<file path="config.mk">
export PLATFORM = sky130hd
export DESIGN_NAME = display_arbiter
export DESIGN_NICKNAME = d
export VERILOG_FILES = /design/src/rtl/display_arbiter.sv
export SDC_FILE = /design/constraint.sdc
export NUM_CORES = 1
export LEC_CHECK = 0
export ABC_CLOCK_PERIOD_IN_PS = 5300
export BUFFER_PORTS_ARGS = -buffer_cell sky130_fd_sc_hd__buf_2
export CAP_MARGIN = 20
export CORE_ASPECT_RATIO = 1.5
export CORE_UTILIZATION = 55
export DETAILED_ROUTE_END_ITERATION = 16
export GPL_TIMING_DRIVEN = 0
export PLACE_DENSITY = 0.85
export SLEW_MARGIN = 40
export SYNTH_ARGS = -nofsm -noshare
export SYNTH_HDL_FRONTEND = slang
export SYNTH_SLANG_ARGS = --single-unit
export TNS_END_PERCENT = 1
</file>
<file path="constraint.sdc">
create_clock -name clk -period 5.3 [get_ports clk]
set_input_delay 0 -clock clk [delete_from_list [all_inputs] [get_ports clk]]
set_output_delay 0 -clock clk [all_outputs]
set_load 0.01 [all_outputs]
</file>
<file path="src/rtl/display_arbiter.sv">
// rtl/display_arbiter.sv - fixed-priority, minimum-dwell arbiter feeding the four-digit seven-segment driver
// Optional build macro DISP_ARB_FLASH_ON_SWITCH_EN: force flashing for FLASH_CYCLES cycles after every grant change.
module display_arbiter #(
    parameter int DWELL_CYCLES = 100000000,
    parameter int CNT_W        = 27,
    parameter int FLASH_CYCLES = 50000000
) (
    input  logic        clk,
    input  logic        rst_n,
    input  logic [2:0]  req,
    input  logic [47:0] val_bus,
    input  logic [11:0] dots_bus,
    input  logic [2:0]  flash_bus,
    output logic [2:0]  gnt,
    output logic [3:0]  A,
    output logic [3:0]  B,
    output logic [3:0]  C,
    output logic [3:0]  D,
    output logic [0:3]  dots,
    output logic        flashing,
    output logic        busy,
    output logic        switched
);

    typedef enum logic [1:0] {S_IDLE, S_DWELL, S_OPEN} state_t;

    localparam int              DWELL_LOAD_I = (DWELL_CYCLES > 1) ? DWELL_CYCLES - 1 : 0;
    localparam logic [CNT_W-1:0] DWELL_LOAD  = CNT_W'(DWELL_LOAD_I);

    if (((longint'(DWELL_LOAD_I) >> CNT_W) != 0) ||
        ((FLASH_CYCLES > 1) && ((longint'(FLASH_CYCLES - 1) >> CNT_W) != 0))) begin : g_param_check
        $error("display_arbiter: CNT_W too narrow for DWELL_CYCLES or FLASH_CYCLES");
    end

    state_t           state_q, state_d;
    logic [2:0]       gnt_q, gnt_d;
    logic [15:0]      val_q, val_d;
    logic [0:3]       dots_q, dots_d;
    logic             flashing_q, flashing_d;
    logic             switched_q, switched_d;
    logic [CNT_W-1:0] dwell_cnt_q, dwell_cnt_d;

    logic [2:0]       top_req;
    logic             granted_req;
    logic             load;
    logic             clear;
    logic [2:0]       track_sel;
    logic [15:0]      sel_val;
    logic [0:3]       sel_dots;
    logic             sel_flash;
    logic             src_flash_d;
    logic             flash_hold;
    logic             flash_active;

`ifdef DISP_ARB_FLASH_ON_SWITCH_EN
    localparam int               FLASH_LOAD_I = (FLASH_CYCLES > 1) ? FLASH_CYCLES - 1 : 0;
    localparam logic [CNT_W-1:0] FLASH_LOAD   = CNT_W'(FLASH_LOAD_I);
    logic             src_flash_q;
    logic [CNT_W-1:0] flash_cnt_q, flash_cnt_d;
`endif

    always_comb begin
        top_req = 3'b000;
        if (req[2])      top_req = 3'b100;
        else if (req[1]) top_req = 3'b010;
        else if (req[0]) top_req = 3'b001;
        granted_req = |(req & gnt_q);

        state_d     = state_q;
        gnt_d       = gnt_q;
        dwell_cnt_d = dwell_cnt_q;
        switched_d  = 1'b0;
        load        = 1'b0;
        clear       = 1'b0;

        case (state_q)
            S_IDLE: begin
                if (|req) load = 1'b1;
            end
            S_DWELL: begin
                if (dwell_cnt_q == '0) state_d = S_OPEN;
                else                   dwell_cnt_d = dwell_cnt_q - 1'b1;
            end
            S_OPEN: begin
                // One-hot codes are ordered by priority, so a numeric compare finds a higher requester
                if (top_req > gnt_q)            load  = 1'b1;
                else if (!granted_req && |req)  load  = 1'b1;
                else if (!granted_req)          clear = 1'b1;
            end
            default: clear = 1'b1;
        endcase

        if (load) begin
            gnt_d       = top_req;
            state_d     = S_DWELL;
            dwell_cnt_d = DWELL_LOAD;
            switched_d  = 1'b1;
        end
        if (clear) begin
            gnt_d       = 3'b000;
            state_d     = S_IDLE;
            dwell_cnt_d = '0;
        end
    end

    always_comb begin
        track_sel = load ? top_req : gnt_q;
        sel_val   = 16'h0000;
        sel_dots  = 4'b0000;
        sel_flash = 1'b0;
        case (track_sel)
            3'b100: begin sel_val = val_bus[47:32]; sel_dots = dots_bus[11:8]; sel_flash = flash_bus[2]; end
            3'b010: begin sel_val = val_bus[31:16]; sel_dots = dots_bus[7:4];  sel_flash = flash_bus[1]; end
            3'b001: begin sel_val = val_bus[15:0];  sel_dots = dots_bus[3:0];  sel_flash = flash_bus[0]; end
            default: begin sel_val = 16'h0000; sel_dots = 4'b0000; sel_flash = 1'b0; end
        endcase
    end

`ifdef DISP_ARB_FLASH_ON_SWITCH_EN
    assign flash_hold = src_flash_q;

    always_comb begin
        flash_cnt_d = flash_cnt_q;
        if (clear)                   flash_cnt_d = '0;
        else if (load)               flash_cnt_d = FLASH_LOAD;
        else if (flash_cnt_q != '0)  flash_cnt_d = flash_cnt_q - 1'b1;
        // The load cycle itself counts, giving FLASH_CYCLES visible cycles of forced flash
        flash_active = !clear && (load || (flash_cnt_q != '0));
    end
`else
    assign flash_hold   = flashing_q;
    assign flash_active = 1'b0;
`endif

    always_comb begin
        val_d       = val_q;
        dots_d      = dots_q;
        src_flash_d = flash_hold;
        if (clear) begin
            val_d       = 16'h0000;
            dots_d      = 4'b0000;
            src_flash_d = 1'b0;
        end else if (load || granted_req) begin
            val_d       = sel_val;
            dots_d      = sel_dots;
            src_flash_d = sel_flash;
        end
        flashing_d = src_flash_d | flash_active;
    end

    always_ff @(posedge clk) begin
        if (!rst_n) begin
            state_q     <= S_IDLE;
            gnt_q       <= 3'b000;
            val_q       <= 16'h0000;
            dots_q      <= 4'b0000;
            flashing_q  <= 1'b0;
            switched_q  <= 1'b0;
            dwell_cnt_q <= '0;
`ifdef DISP_ARB_FLASH_ON_SWITCH_EN
            src_flash_q <= 1'b0;
            flash_cnt_q <= '0;
`endif
        end else begin
            state_q     <= state_d;
            gnt_q       <= gnt_d;
            val_q       <= val_d;
            dots_q      <= dots_d;
            flashing_q  <= flashing_d;
            switched_q  <= switched_d;
            dwell_cnt_q <= dwell_cnt_d;
`ifdef DISP_ARB_FLASH_ON_SWITCH_EN
            src_flash_q <= src_flash_d;
            flash_cnt_q <= flash_cnt_d;
`endif
        end
    end

    assign gnt      = gnt_q;
    assign A        = val_q[15:12];
    assign B        = val_q[11:8];
    assign C        = val_q[7:4];
    assign D        = val_q[3:0];
    assign dots     = dots_q;
    assign flashing = flashing_q;
    assign busy     = |gnt_q;
    assign switched = switched_q;

endmodule
</file>
[Word level (Yosys, flattened, before mapping)]
Index checks and enable logic that the tools add are counted.
W data, S select, Z words.
Word-level totals
  word-level logic and storage cells: 59
  flip-flop bits (word level): 54
  output and inout bits: 26
Cells by class
  order comparisons: 1
  $add $sub $neg: 1
  reductions and logical operators: 17
  mux-type cells: 22
  eq/ne operators: 6
  bitwise gates (word level): 3
Operators with widths (count)
  $mux W27: 3
  $pmux W16 S3: 1
  $logic_not A27 Y1: 1
  $sub A27 B1 Y27 const B: 1
  $pmux W4 S3: 1
  $reduce_or A3 Y1: 4
  $mux W1: 11
  $reduce_and A2 Y1: 4
  $mux W3: 2
  $pmux W1 S2: 2
  $reduce_bool A2 Y1: 2
  $reduce_or A2 Y1: 2
  $and A3 B3 Y3: 1
  $eq A3 B1 Y1 const B: 1
  $eq A3 B2 Y1 const B: 1
  $eq A3 B3 Y1 const B: 1
  $gt A3 B3 Y1: 1
  $pmux W1 S3: 1
  $eq A2 B1 Y1 const B: 1
  $eq A2 B2 Y1 const B: 1
  $logic_not A2 Y1: 1
  $mux W2: 1
  $ne A2 B2 Y1 const B: 1
  $not A1 Y1: 2
  other kinds (3): 3

[Depth between registers and ports, before layout]
  depth in word-level cells: 10
  mapped depth: 14
  gate-level depth less buffers: 12

[Worst setup path after synthesis]
No wires, ideal clock.
  path type: register to register
  from: register gnt_q[1], in the netlist gnt[1]
  to: register val_q[10]
  clock period less this slack: 2627 ps
  data required time: 5213 ps
  arrival time: 2540 ps
  path buffers: 1
  stages on the path, launching flop included: 12
  library setup time: 87 ps
  slack: 2673 ps
  cells stage by stage: dfxtp_1 > inv_1 > ha_1 > nor2b_1 > o21ai_0 > a32oi_1 > a31oi_4 > mux2_2 > nor3_2 > buf_2 > a22oi_1 > a221oi_2
Between the ends
  cells in the longest elaborated chain, start to end: 10
Ends and longest elaborated chain
  from (decl): RTL line 36  | logic [2:0] gnt_q, gnt_d;
  from (signal assigned): RTL line 166  | gnt_q <= gnt_d;
  $and A3 B3 Y3: RTL line 67  | granted_req = |(req & gnt_q);
  $reduce_or A3 Y1: RTL line 67
  $logic_not A1 Y1
  $logic_and A1 B1 Y1: RTL line 87  | else if (!granted_req && |req) load = 1'b1;
  $mux W1: RTL line 87
  $mux W1: RTL line 86  | if (top_req > gnt_q) load = 1'b1;
  $pmux W1 S2: RTL line 76  | case (state_q)
  $mux W3
  $eq A3 B1 Y1, or another cell as far along: RTL line 111  | case (track_sel)
  $pmux W16 S3: RTL line 111
  to (signal assigned): RTL line 167  | val_q <= val_d;
  to (decl): RTL line 37  | logic [15:0] val_q, val_d;
Several ways; a longest one is shown, not always the timed one.
A chain may end at the register's enable or synchronous reset.

[Final worst setup path]
  from: register gnt_q[1], in the netlist gnt[1]
  to: register dots_q (netlist bit dots[1])
Between the ends
  cells in the longest elaborated chain, start to end: 10
Ends and longest elaborated chain
  $and A3 B3 Y3: RTL line 67
  $reduce_or A3 Y1: RTL line 67
  $logic_not A1 Y1
  $logic_and A1 B1 Y1: RTL line 87
  $mux W1: RTL line 87
  $mux W1: RTL line 86
  $pmux W1 S2: RTL line 76
  $mux W3
  $eq A3 B1 Y1, or another cell as far along: RTL line 111
  $pmux W4 S3: RTL line 111
  to (signal assigned): RTL line 168  | dots_q <= dots_d;
  to (decl): RTL line 38  | logic [0:3] dots_q, dots_d;
Several ways; a longest one is shown, not always the timed one.

==> impl_metrics.yaml <==
cts:
  cts_root_buf: "clkbuf_8"
  path_clk_slew_ns: 0.10
  cts.htree.levels: 2
  cts_buffer_depth: 2
  cts_resized: 0
  numCtsBuffers: 5
  clkSinkCount: 54
  cts_tree: "done"
  clk_latency_ns: 0.31
place:
  gp_congestion: 0.7861
  port_buffers: 93
  hpwl_mm: 5.617
  dpl_cell_area_sq_mm: 0.003545
route:
  via_count: 2798
  viasPerCell: 5.781
  wl_mm: 7.398
  first_iter_violations: 86
  wl_per_cell_um: 15.29
  ant_nets: 0
  remaining_drc_errors: 0
  drt_first_pass_iters: 5
setup_path:
  slowest_delay_ns: 0.45
  required_ns: 5.53
  cp_top_family: "compound AO/OA/AOI/OAI gates"
  worstSetupEndpoint: "dots[1]$_SDFFE_PP0P_"
  critical_path_class: "reg2reg"
  crit_fanout: 10
  timing.rr.start: "gnt[1]$_SDFF_PP0_"
  reg2reg_to: "dots[1]$_SDFFE_PP0P_"
  path_cells: "inv_1, ha_1, nor2b_1, o21ai_0, a32oi_1, a31oi_4, mux2_2, nor3_2, buf_2, a22oi_1, a221oi_2"
  path_buf_inv: 2
  cp.arrival_ns: 3.30
  reg2regPathDepth: 11
  start_kind: "flop"
  rrSetupSlack_ns: 2.23
  startpoint: "gnt[1]$_SDFF_PP0_"
  slowest_stage: "mux2_2"
  worstSetupEndpointType: "flop"
  crit_cells: 11
sta:
  tightest_slew_ns: 0.7472
  drv_slew: 0
  layout_min_cycle_time_ns: 3.065
  clock.fmax_ghz: 0.3263
  max_slew_margin: 0.4989
  rsz0062_at_grt: "false"
  worst_clock_skew_ns: 0.01023
  hold_viol: 0
  finalSetupViolCount: 0
  setup-tns-final_ns: 0
  fin_crit_sh: 0.5783
synth:
  async_reset_ff_frac: 0
  ys_top_cells_by_area: "dfxtp_1, a221oi_2, a22oi_1"
  syn_nets: 388
  yosys-top-cells-count: "dfxtp_1, a21oi_1, nand3_1, a221oi_2, a22oi_1"
  ys_seq_elements: 54
  syn_area_sq_mm: 0.002994
  synth_edf_count: 0
  synthFlopType: "dfxtp_1"
  synth_most_common_cell: "dfxtp_1"
  synth_cell_type_count: 46
  netlist.area_leader.share: 0.3611
  avgSynthCellArea_sq_um: 9.505
  synth_top_cell_by_area: "dfxtp_1"
  synth-seq-area-share: 0.3611
  yosys_warnings: 0
  syn-instance-count: 315
floorplanning:
  start_util: 0.5752
  dieArea_sq_mm: 0.005749
  die_h_um: 92.37
  num_io_pins: 94
  die_w_um: 62.25
  num_rows: 32
  core-area_sq_mm: 0.005205
run:
  drv_cap: 0
global_routing:
  grt_start_max_net_pins: 16
  first_global_vias: 2690
  grt_use_total: 0.2643
  grt_pass1_wl_mm: 12.20
  antenna_found_initial: 0
  grt_overflow: 0
power:
  total_leakage_power_nw: 1.411
  irDropWorstVdd_uv: 152.2
  p_per_area_mw_per_mm2: 243.7
finish:
  drive_above_1_share: 0.3654
  antenna_cells: 0
  postLayoutCoreUtil: 0.6988
  nNetsFinal: 489
  fin_area_sq_mm: 0.003637
  nFillCells: 421
  area_delta_synth_final_pct: 21.48
outcome:
  status: "completed"
worst_hold_path:
  hold_path.class: "in2reg"
==> area by class of cell <==
type / instances / area [sq um] / share of cell area
Multi-Input combinational cell: 230 / 1763 / 0.4847
Tap cell: 68 / 85.08 / 0.02339
Buffer: 22 / 120.1 / 0.03302
Sequential cell: 54 / 1081 / 0.2972
Clock inverter: 2 / 10.01 / 0.002752
Inverter: 9 / 33.78 / 0.009288
Timing Repair Buffer: 94 / 475.5 / 0.1307
Clock buffer: 5 / 68.82 / 0.01892
==> report_power, final <==
| part | switching [mW] | internal, mW |
|---|---|---|
| logic | 0.122 | 0.0927 |
| registers | 0.0213 | 0.429 |
| clock network | 0.133 | 0.0891 |
| total | 0.276 | 0.611 |
==> flip-flops by register name, summed over array words and instances (netlist names) <==
register,count
dots,4
dwell_cnt_q,27
flashing,1
gnt,3
state_q,2
switched,1
val_q,16
==> cells in the final DEF, fill, tap and decap left out, types with 2 or more instances in the layout <==
| cell | instances |
|---|---|
| mux2i_1 | 2 |
| mux2_2 | 3 |
| xor2_1 | 7 |
| nor4_2 | 3 |
| nand3_1 | 23 |
| nor2b_1 | 3 |
| nand3b_1 | 2 |
| ha_1 | 5 |
| o21ai_2 | 2 |
| a21oi_1 | 24 |
| clkinv_2 | 2 |
| buf_6 | 3 |
| inv_1 | 9 |
| a221oi_2 | 22 |
| clkbuf_1 | 11 |
| nor3_2 | 2 |
| nor4_1 | 3 |
| a22oi_1 | 21 |
| nor3_1 | 6 |
| clkbuf_8 | 5 |
| nor2_1 | 20 |
| xnor2_1 | 15 |
| dfxtp_1 | 54 |
| o21ai_0 | 4 |
| buf_4 | 2 |
| a21boi_0 | 20 |
| buf_2 | 99 |
| nand2_1 | 13 |
| nand2b_1 | 4 |
| a211oi_1 | 3 |
| or3_1 | 4 |
| and2_1 | 3 |
==> cells by family after synthesis <==
group                    Yosys count  share of synthesized area
flip-flops                        54                     0.3611
AO/OA/AOI/OAI                    102                     0.2934
adder cells (fa/ha/maj)            5                    0.02089
multiplexers                       6                    0.02549
XOR/XNOR                          23                    0.06979
AND/OR/NAND/NOR                   94                     0.1780
buffers and inverters             31                    0.05140
==> worst min-delay path, delay by kind of cell <==
kind	cells	cell delay, ns
buf+inv	1	0.10
compound gates	2	0.22
==> through the flow <==
stage	total power [mW]	setup WS (ns)	instances	hold WS [ns]
CTS	0.8891	2.235	484	0.06275
detailed placement	0.6707	2.294	476	0.2424
floorplan	0.6003	2.673	315	0.1122
global route	0.9293	1.998	484	0.09568
finish	0.8865	2.235	484	0.05798
global placement	0.6632	2.328	476	0.2337
==> worst min-delay path by stage <==
stage	from	to	cells past startpoint
after floorplan	rst_n	switched$_SDFF_PN0_	2
after global placement	rst_n	switched$_SDFF_PN0_	3
after detailed placement	rst_n	switched$_SDFF_PN0_	3
after CTS	val_bus[16]	val_q[0]$_SDFFE_PP0P_	3
after global routing	val_bus[14]	val_q[14]$_SDFFE_PP0P_	3
final	val_bus[16]	val_q[0]$_SDFFE_PP0P_	3
==> repair_timing <==
item	4_1_cts	5_1_grt
setup buffers	0	0
hold endpoints to repair	1	0
hold buffers	1	0
==> routing by layer <==
layer,up-vias,share of wire,track usage
met5,-,0,0
met4,0,0.024,0.1221
met3,17,0.054,0.04310
met2,87,0.53,0.5009
met1,1320,0.39,0.2814
li1,1374,-,-
(Power assumes the default switching activity.)
